--- src/rtl/mem_arb_pkg.sv ---
// Shared types and constants for the memory port arbiter.
// Round-robin arbitration is enabled by defining MEM_ARB_RR_EN.
package mem_arb_pkg;

  typedef enum logic {
    ARB_IDLE = 1'b0,
    ARB_RESP = 1'b1
  } arb_state_e;

  typedef enum logic [1:0] {
    OWN_NONE = 2'd0,
    OWN_IF   = 2'd1,
    OWN_DM   = 2'd2
  } arb_owner_e;

  // RV32 load/store funct3 encodings
  localparam logic [2:0] LB  = 3'b000;
  localparam logic [2:0] LH  = 3'b001;
  localparam logic [2:0] LW  = 3'b010;
  localparam logic [2:0] LBU = 3'b100;
  localparam logic [2:0] LHU = 3'b101;
  localparam logic [2:0] SB  = 3'b000;
  localparam logic [2:0] SH  = 3'b001;
  localparam logic [2:0] SW  = 3'b010;

endpackage

--- src/rtl/mem_arb_pick.sv ---
// Combinational winner select between fetch and load/store requesters.
// MEM_ARB_RR_EN: contention goes to the requester not granted last;
// otherwise the load/store side always wins.
module mem_arb_pick
  import mem_arb_pkg::*;
(
  input  logic       if_req,
  input  logic       dm_req,
  input  logic       flush,
  input  arb_owner_e last_grant,
  output arb_owner_e winner
);

  logic if_ok;

  assign if_ok = if_req & ~flush;

`ifdef MEM_ARB_RR_EN
  // On a tie, hand the port to whoever did not have it last time
  always_comb begin
    winner = OWN_NONE;
    if (if_ok && dm_req) begin
      winner = (last_grant == OWN_DM) ? OWN_IF : OWN_DM;
    end else if (dm_req) begin
      winner = OWN_DM;
    end else if (if_ok) begin
      winner = OWN_IF;
    end
  end
`else
  // Fixed priority: data traffic always beats fetch
  logic unused_last_grant;
  assign unused_last_grant = ^last_grant;

  always_comb begin
    winner = OWN_NONE;
    if (dm_req) begin
      winner = OWN_DM;
    end else if (if_ok) begin
      winner = OWN_IF;
    end
  end
`endif

endmodule

--- src/rtl/mem_port_arbiter.sv ---
// Shares one RAM port between instruction fetch and the load/store unit.
// One access every two cycles: grant cycle (IDLE) then response cycle (RESP).
// Define MEM_ARB_RR_EN for round-robin arbitration on contention.
module mem_port_arbiter
  import mem_arb_pkg::*;
#(
  parameter int         ADDR_WIDTH   = 32,
  parameter int         DATA_WIDTH   = 32,
  parameter logic [2:0] FETCH_FUNCT3 = 3'b010
) (
  input  logic                  clk,
  input  logic                  rst_n,
  input  logic                  flush,
  input  logic                  if_req,
  input  logic [ADDR_WIDTH-1:0] if_addr,
  output logic                  if_gnt,
  output logic                  if_rvalid,
  output logic [DATA_WIDTH-1:0] if_rdata,
  output logic                  if_fault,
  input  logic                  dm_req,
  input  logic                  dm_we,
  input  logic [2:0]            dm_funct3,
  input  logic [ADDR_WIDTH-1:0] dm_addr,
  input  logic [DATA_WIDTH-1:0] dm_wdata,
  output logic                  dm_gnt,
  output logic                  dm_rvalid,
  output logic [DATA_WIDTH-1:0] dm_rdata,
  output logic                  dm_fault,
  output logic [ADDR_WIDTH-1:0] mem_address,
  output logic [DATA_WIDTH-1:0] mem_data_in,
  output logic                  mem_write,
  output logic                  mem_read,
  output logic [2:0]            mem_funct3,
  input  logic [DATA_WIDTH-1:0] mem_data_out,
  input  logic                  mem_fault
);

`ifdef MEM_ARB_RR_EN
  // Seeded as fetch so the first tie goes to the data side
  localparam arb_owner_e LAST_RST = OWN_IF;
`else
  localparam arb_owner_e LAST_RST = OWN_NONE;
`endif

  arb_state_e state_reg, state_next;
  arb_owner_e owner_reg, owner_next;
  arb_owner_e last_grant_reg, last_grant_next;
  logic       store_reg, store_next;
  arb_owner_e winner;
  arb_owner_e grant;

  mem_arb_pick u_pick (
    .if_req     (if_req),
    .dm_req     (dm_req),
    .flush      (flush),
    .last_grant (last_grant_reg),
    .winner     (winner)
  );

  // State, owner and last-grant registers; reset drops any in-flight response
  always_ff @(posedge clk or negedge rst_n) begin
    if (!rst_n) begin
      state_reg      <= ARB_IDLE;
      owner_reg      <= OWN_NONE;
      last_grant_reg <= LAST_RST;
      store_reg      <= 1'b0;
    end else begin
      state_reg      <= state_next;
      owner_reg      <= owner_next;
      last_grant_reg <= last_grant_next;
      store_reg      <= store_next;
    end
  end

  // Next state plus grant-cycle port drive and response-cycle return path
  always_comb begin
    state_next      = state_reg;
    owner_next      = owner_reg;
    last_grant_next = last_grant_reg;
    store_next      = store_reg;
    if_gnt          = 1'b0;
    if_rvalid       = 1'b0;
    if_rdata        = '0;
    if_fault        = 1'b0;
    dm_gnt          = 1'b0;
    dm_rvalid       = 1'b0;
    dm_rdata        = '0;
    dm_fault        = 1'b0;
    mem_address     = '0;
    mem_data_in     = '0;
    mem_write       = 1'b0;
    mem_read        = 1'b0;
    mem_funct3      = 3'b000;
    // Grants are combinational from req, so mask them while reset is held
    grant           = rst_n ? winner : OWN_NONE;

    case (state_reg)
      ARB_IDLE: begin
        owner_next = OWN_NONE;
        store_next = 1'b0;
        if (grant == OWN_DM) begin
          dm_gnt          = 1'b1;
          mem_address     = dm_addr;
          mem_data_in     = dm_wdata;
          mem_write       = dm_we;
          mem_read        = ~dm_we;
          mem_funct3      = dm_funct3;
          owner_next      = OWN_DM;
          store_next      = dm_we;
          last_grant_next = OWN_DM;
          state_next      = ARB_RESP;
        end else if (grant == OWN_IF) begin
          if_gnt          = 1'b1;
          mem_address     = if_addr;
          mem_read        = 1'b1;
          mem_funct3      = FETCH_FUNCT3;
          owner_next      = OWN_IF;
          last_grant_next = OWN_IF;
          state_next      = ARB_RESP;
        end
      end
      ARB_RESP: begin
        state_next = ARB_IDLE;
        owner_next = OWN_NONE;
        store_next = 1'b0;
        // A flushed fetch response is silently dropped
        if (owner_reg == OWN_IF && !flush) begin
          if_rvalid = 1'b1;
          if_rdata  = mem_data_out;
          if_fault  = mem_fault;
        end
        if (owner_reg == OWN_DM) begin
          dm_rvalid = 1'b1;
          dm_rdata  = store_reg ? '0 : mem_data_out;
          dm_fault  = mem_fault;
        end
      end
      default: begin
        state_next = ARB_IDLE;
        owner_next = OWN_NONE;
      end
    endcase
  end

endmodule

--- config.mk ---
export PLATFORM = sky130hd
export DESIGN_NAME = mem_port_arbiter
export DESIGN_NICKNAME = d
export VERILOG_FILES = /design/src/rtl/mem_arb_pkg.sv /design/src/rtl/mem_arb_pick.sv /design/src/rtl/mem_port_arbiter.sv
export SDC_FILE = /design/constraint.sdc
export NUM_CORES = 1
export LEC_CHECK = 0
export CAP_MARGIN = 20
export CORE_AREA = 2 2 108 110
export DETAILED_ROUTE_END_ITERATION = 10
export DIE_AREA = 0 0 110 112
export HOLD_SLACK_MARGIN = 0.15
export PLACE_DENSITY = 0.59
export SLEW_MARGIN = 40
export SYNTH_ARGS = -nofsm -noshare
export SYNTH_HDL_FRONTEND = slang
export SYNTH_SLANG_ARGS = --single-unit
--- constraint.sdc ---
create_clock -name clk -period 1.3 [get_ports clk]
set_input_delay 0.195 -clock clk [delete_from_list [all_inputs] [get_ports clk]]
set_output_delay 0.195 -clock clk [all_outputs]
set_load 0.02 [all_outputs]
* Yosys cells after proc, flatten, opt, wreduce, memory -nomap -nowiden
Cells that the tools add are included.
Cells by class: muxes and demuxes 39, multipliers 0, equal/unequal tests 4, $lt $le $gt $ge 0, add/sub/neg operators 0, divide/modulo/power cells 0, bitwise operators 4, reductions and logical operators 2, shifts and indexed selects 0
Operator list (number):
- $mux W32 | 10
- $mux W1 | 20
- $mux W2 | 4
- $mux W3 | 2
- $eq A2 B1 Y1 const B | 2
- $eq A2 B2 Y1 const B | 2
- $pmux W1 S2 | 2
- $pmux W2 S2 | 1
- $not A1 Y1 | 3
- $and A1 B1 Y1 | 1
- $logic_and A1 B1 Y1 | 1
- $logic_not A1 Y1 | 1
Storage, ports and cells: input port bits 138, logic and storage cells 52, bits in read-only memories 0, output and inout bits 139, register bits 4, memories 0, latch bits 0, memory bits (writable) 0

* Depth between registers and ports, before layout
word-level depth 9, mapped depth 6

* By module
A second synthesis with hierarchy kept.
Second synthesis, totals: cell total of the unflattened synthesis 183, area total of the unflattened synthesis 1402.6 um^2
By module, submodules not included:
- mem_port_arbiter | cells an instance 181, area each 1382.6 um^2, instances 1
- mem_arb_pick | cells an instance 2, area each 20.0 um^2, instances 1

* Worst setup path before layout
Ideal clock, no wire load.
path kind register to output, start register state_reg, end output mem_address[10], required time 1.105 ns, data arrival time 1.256 ns, setup slack -0.151 ns, cell stages (with the launch flop) 5, path through dfrtp_1 -> nand4bb_1 -> buf_2 -> clkbuf_1 -> o2bb2ai_1
Between the ends: longest elaborated chain between the ends 1
Ends and longest elaborated chain:
- start, declared | line mem_port_arbiter.sv:45 | arb_state_e state_reg, state_next;
- start signal, assigned | line mem_port_arbiter.sv:68 | state_reg <= state_next;
- $mux W32 | line mem_port_arbiter.sv:97 | case (state_reg)
- end, declared | line mem_port_arbiter.sv:29 | output logic [ADDR_WIDTH-1:0] mem_address,
Every way passes these cells.

* Worst setup path after layout
start register state_reg, end output mem_address[22]
The elaborated chain is that of the path after synthesis.

==> impl_metrics.py <==
metrics = {
    "routing": {
        "drt-total-wl_um": 11700,
        "drtAntennaViolNets": 0,
        "drt-pass1-iter-count": 3,
        "dr_total_vias": 2786,
        "viasPerCell": 4.19,
        "drc": 0,
        "drtIter0Drc": 57,
        "post_drt_wl_per_cell_um": 17.6,
    },
    "synth": {
        "avgSynthCellArea_sq_um": 7.07,
        "synth.distinct_cells": 16,
        "syn-num-nets": 343,
        "syn_inst": 205,
        "syn-cell-area_sq_um": 1450,
        "ys_warn_count": 0,
        "synth.area.top_cells": "and2_1, o2bb2ai_1, nand2b_1",
        "synth_top_area_share_pct": 43.6,
        "yosysTopAreaCell": "and2_1",
        "ys_ff_latch": 4,
        "yosysSeqAreaShare_pct": 6.90,
    },
    "cts": {
        "clkSinkCount": 4,
        "clk_path_buf_depth": 2,
        "clkLatencyLatePin_ps": 230,
        "cts_made_buffers": 3,
        "htreeDepth": 1,
        "cts_root_buffer": "clkbuf_16",
        "cts_tree": "built",
        "path_clk_slew_ps": 30,
    },
    "global_route": {
        "grt_pass1_vias": 2822,
        "grt_pass1_wl_um": 15300,
        "grt_overflow": 0,
        "grtUsageTotal_pct": 16.4,
        "antenna_found_initial": 2,
        "grt_max_degree": 33,
    },
    "sta": {
        "rsz0062_at_grt": "yes",
        "clock.fmax_mhz": 546,
        "relSlewSlack_pct": 87.1,
        "worst_pin_slew_ps": 193,
        "finalHoldViolCount": 0,
        "period_needed_ps": 1830,
        "period_share_pct": 141,
        "worst_slack_ps": -532,
        "setup_violations": 140,
        "drv_slew": 0,
        "whs_ps": 559,
        "fin_skew_ps": 1.33,
    },
    "floorplan": {
        "start_util_pct": 13.0,
        "die_w_um": 110,
        "dieArea_sq_um": 12300,
        "placementRows": 39,
        "die_h_um": 112,
        "coreArea_sq_um": 11200,
        "ios": 277,
    },
    "layout": {
        "fin_util_pct": 56.2,
        "final_area_sq_um": 6280,
        "final_common_cell": "buf_6",
        "layout_common_cells": "buf_6, clkdlybuf4s50_1, and2_4",
        "drive_gt1_share_pct": 65.0,
        "syn_to_final_growth_pct": 333,
        "nets": 660,
        "largest_reg_flops": 2,
    },
    "setup_path": {
        "cp.arrival_ps": 1640,
        "path_max_fanout": 6,
        "cp.required_ps": 1110,
        "cp_common_cell": "buf_12",
        "crit_path_max_incr_delay_ps": 410,
        "cp-start-kind": "flop",
        "cp_num_buf_inv": 4,
        "cp_slowest_cell": "dfrtp_1",
        "cpLargestDelayFamily": "buffers and inverters",
        "crit_chain": "and3b_4 -> buf_12 -> buf_16 -> buf_12 -> o2bb2ai_2 -> buf_6",
        "worstSetupPathType": "flop to primary output",
        "critPathCaptureType": "primary output",
    },
    "placement": {
        "port_buffers": 276,
        "post_dp_cell_area_sq_um": 5000,
        "place_hpwl_um": 7990,
        "globalplace.congestion": 0.807,
    },
    "power": {
        "vdd_drop_max_uv": 281,
        "power_leakage_nw": 2.70,
        "p_per_area_nw_per_um2": 353,
    },
    "run_status": {
        "violations": "negative setup slack",
        "status": "complete, but fails checks",
    },
    "worst_hold_path": {
        "min_path_type": "input pin to asynchronous set/reset pin",
    },
    "job": {
        "maxCapViolations": 0,
    },
}
==> final timing paths <==
kind                                start              end  slack (ps)  depth (start not counted)
worst max-delay path            state_reg  mem_address[22]        -530                          6
worst min-delay path                rst_n        store_reg         560                          4
worst max register to register  state_reg     owner_reg[0]         -30                          5
worst min register to register  state_reg        state_reg         750                          2
max in group asynchronous           rst_n     owner_reg[0]         580                          4
min in group clk                    rst_n     owner_reg[1]         580                          4
==> report_power, final <==
part | switching (mW) | internal [mW] | total [mW]
Combinational | 0.605 | 0.994 | 1.60
Clock | 0.0906 | 0.393 | 0.484
Sequential | 0.00506 | 0.131 | 0.136
Total | 0.701 | 1.52 | 2.22
==> metrics by stage <==
step           setup TNS, ps  std cells  power [mW]  setup slack [ps]
3_3_place_gp         -105170        621        1.39              -881
5_1_grt               -66690        664        2.31              -588
6_report              -58430        665        2.22              -532
2_1_floorplan          -1270        205       0.635             -62.9
3_5_place_dp         -105930        621        1.40              -898
4_1_cts               -57770        655        2.08              -532
==> worst register-to-register path: cells and delay by family, from the launching register on <==
family,cells,cell delay [ps]
buf+inv,3,460
simple gates,2,410
flops,1,410
==> kinds of logic after synthesis <==
family          after synthesis  synth area share (%)
simple gates                143                  63.2
compound gates               35                  20.7
buf+inv                      23                  9.15
flops                         4                  6.90
==> synthesized netlist by cell type <==
cell         n
buf_2        4
buf_6        5
nand4bb_1    1
dfrtp_1      4
a21oi_1      1
and3_1       1
nand2b_1    34
a211oi_1     2
clkbuf_2     3
and3b_1      3
clkbuf_1    10
and4bb_2     2
inv_1        1
and2_1     101
nor2_1       1
o2bb2ai_1   32
==> final cells by class <==
class                           instances  area [sq um]
Sequential cell                         4           100
Antenna cell                            2          5.00
Timing Repair Buffer                  334          3840
Tap cell                              143           179
Multi-Input combinational cell        178          2080
Inverter                                1          3.75
Fill cell                             957          4890
Clock buffer                            3          75.1
==> metal layers <==
| metal | track usage, % | wire length [um] | vias up |
|---|---|---|---|
| met4 | 4.30 | 132 | 0 |
| met2 | 33.8 | 6800 | 172 |
| met5 | 0 | 0 | - |
| met3 | 5.44 | 1260 | 11 |
| met1 | 14.4 | 3520 | 1291 |
| li1 | - | - | 1312 |
==> timing repair <==
action / in CTS / in global routing
hold buffers: 1 / 0
cloned: 9 / 4
pin swaps: 21 / 63
buffers inserted: 21 / 8
endpoints found under the hold margin: 4 / 0
setup endpoints to repair: 139 / 139
gates resized for setup: 808 / 193
No activity file was read; power rests on OpenSTA's default activity.
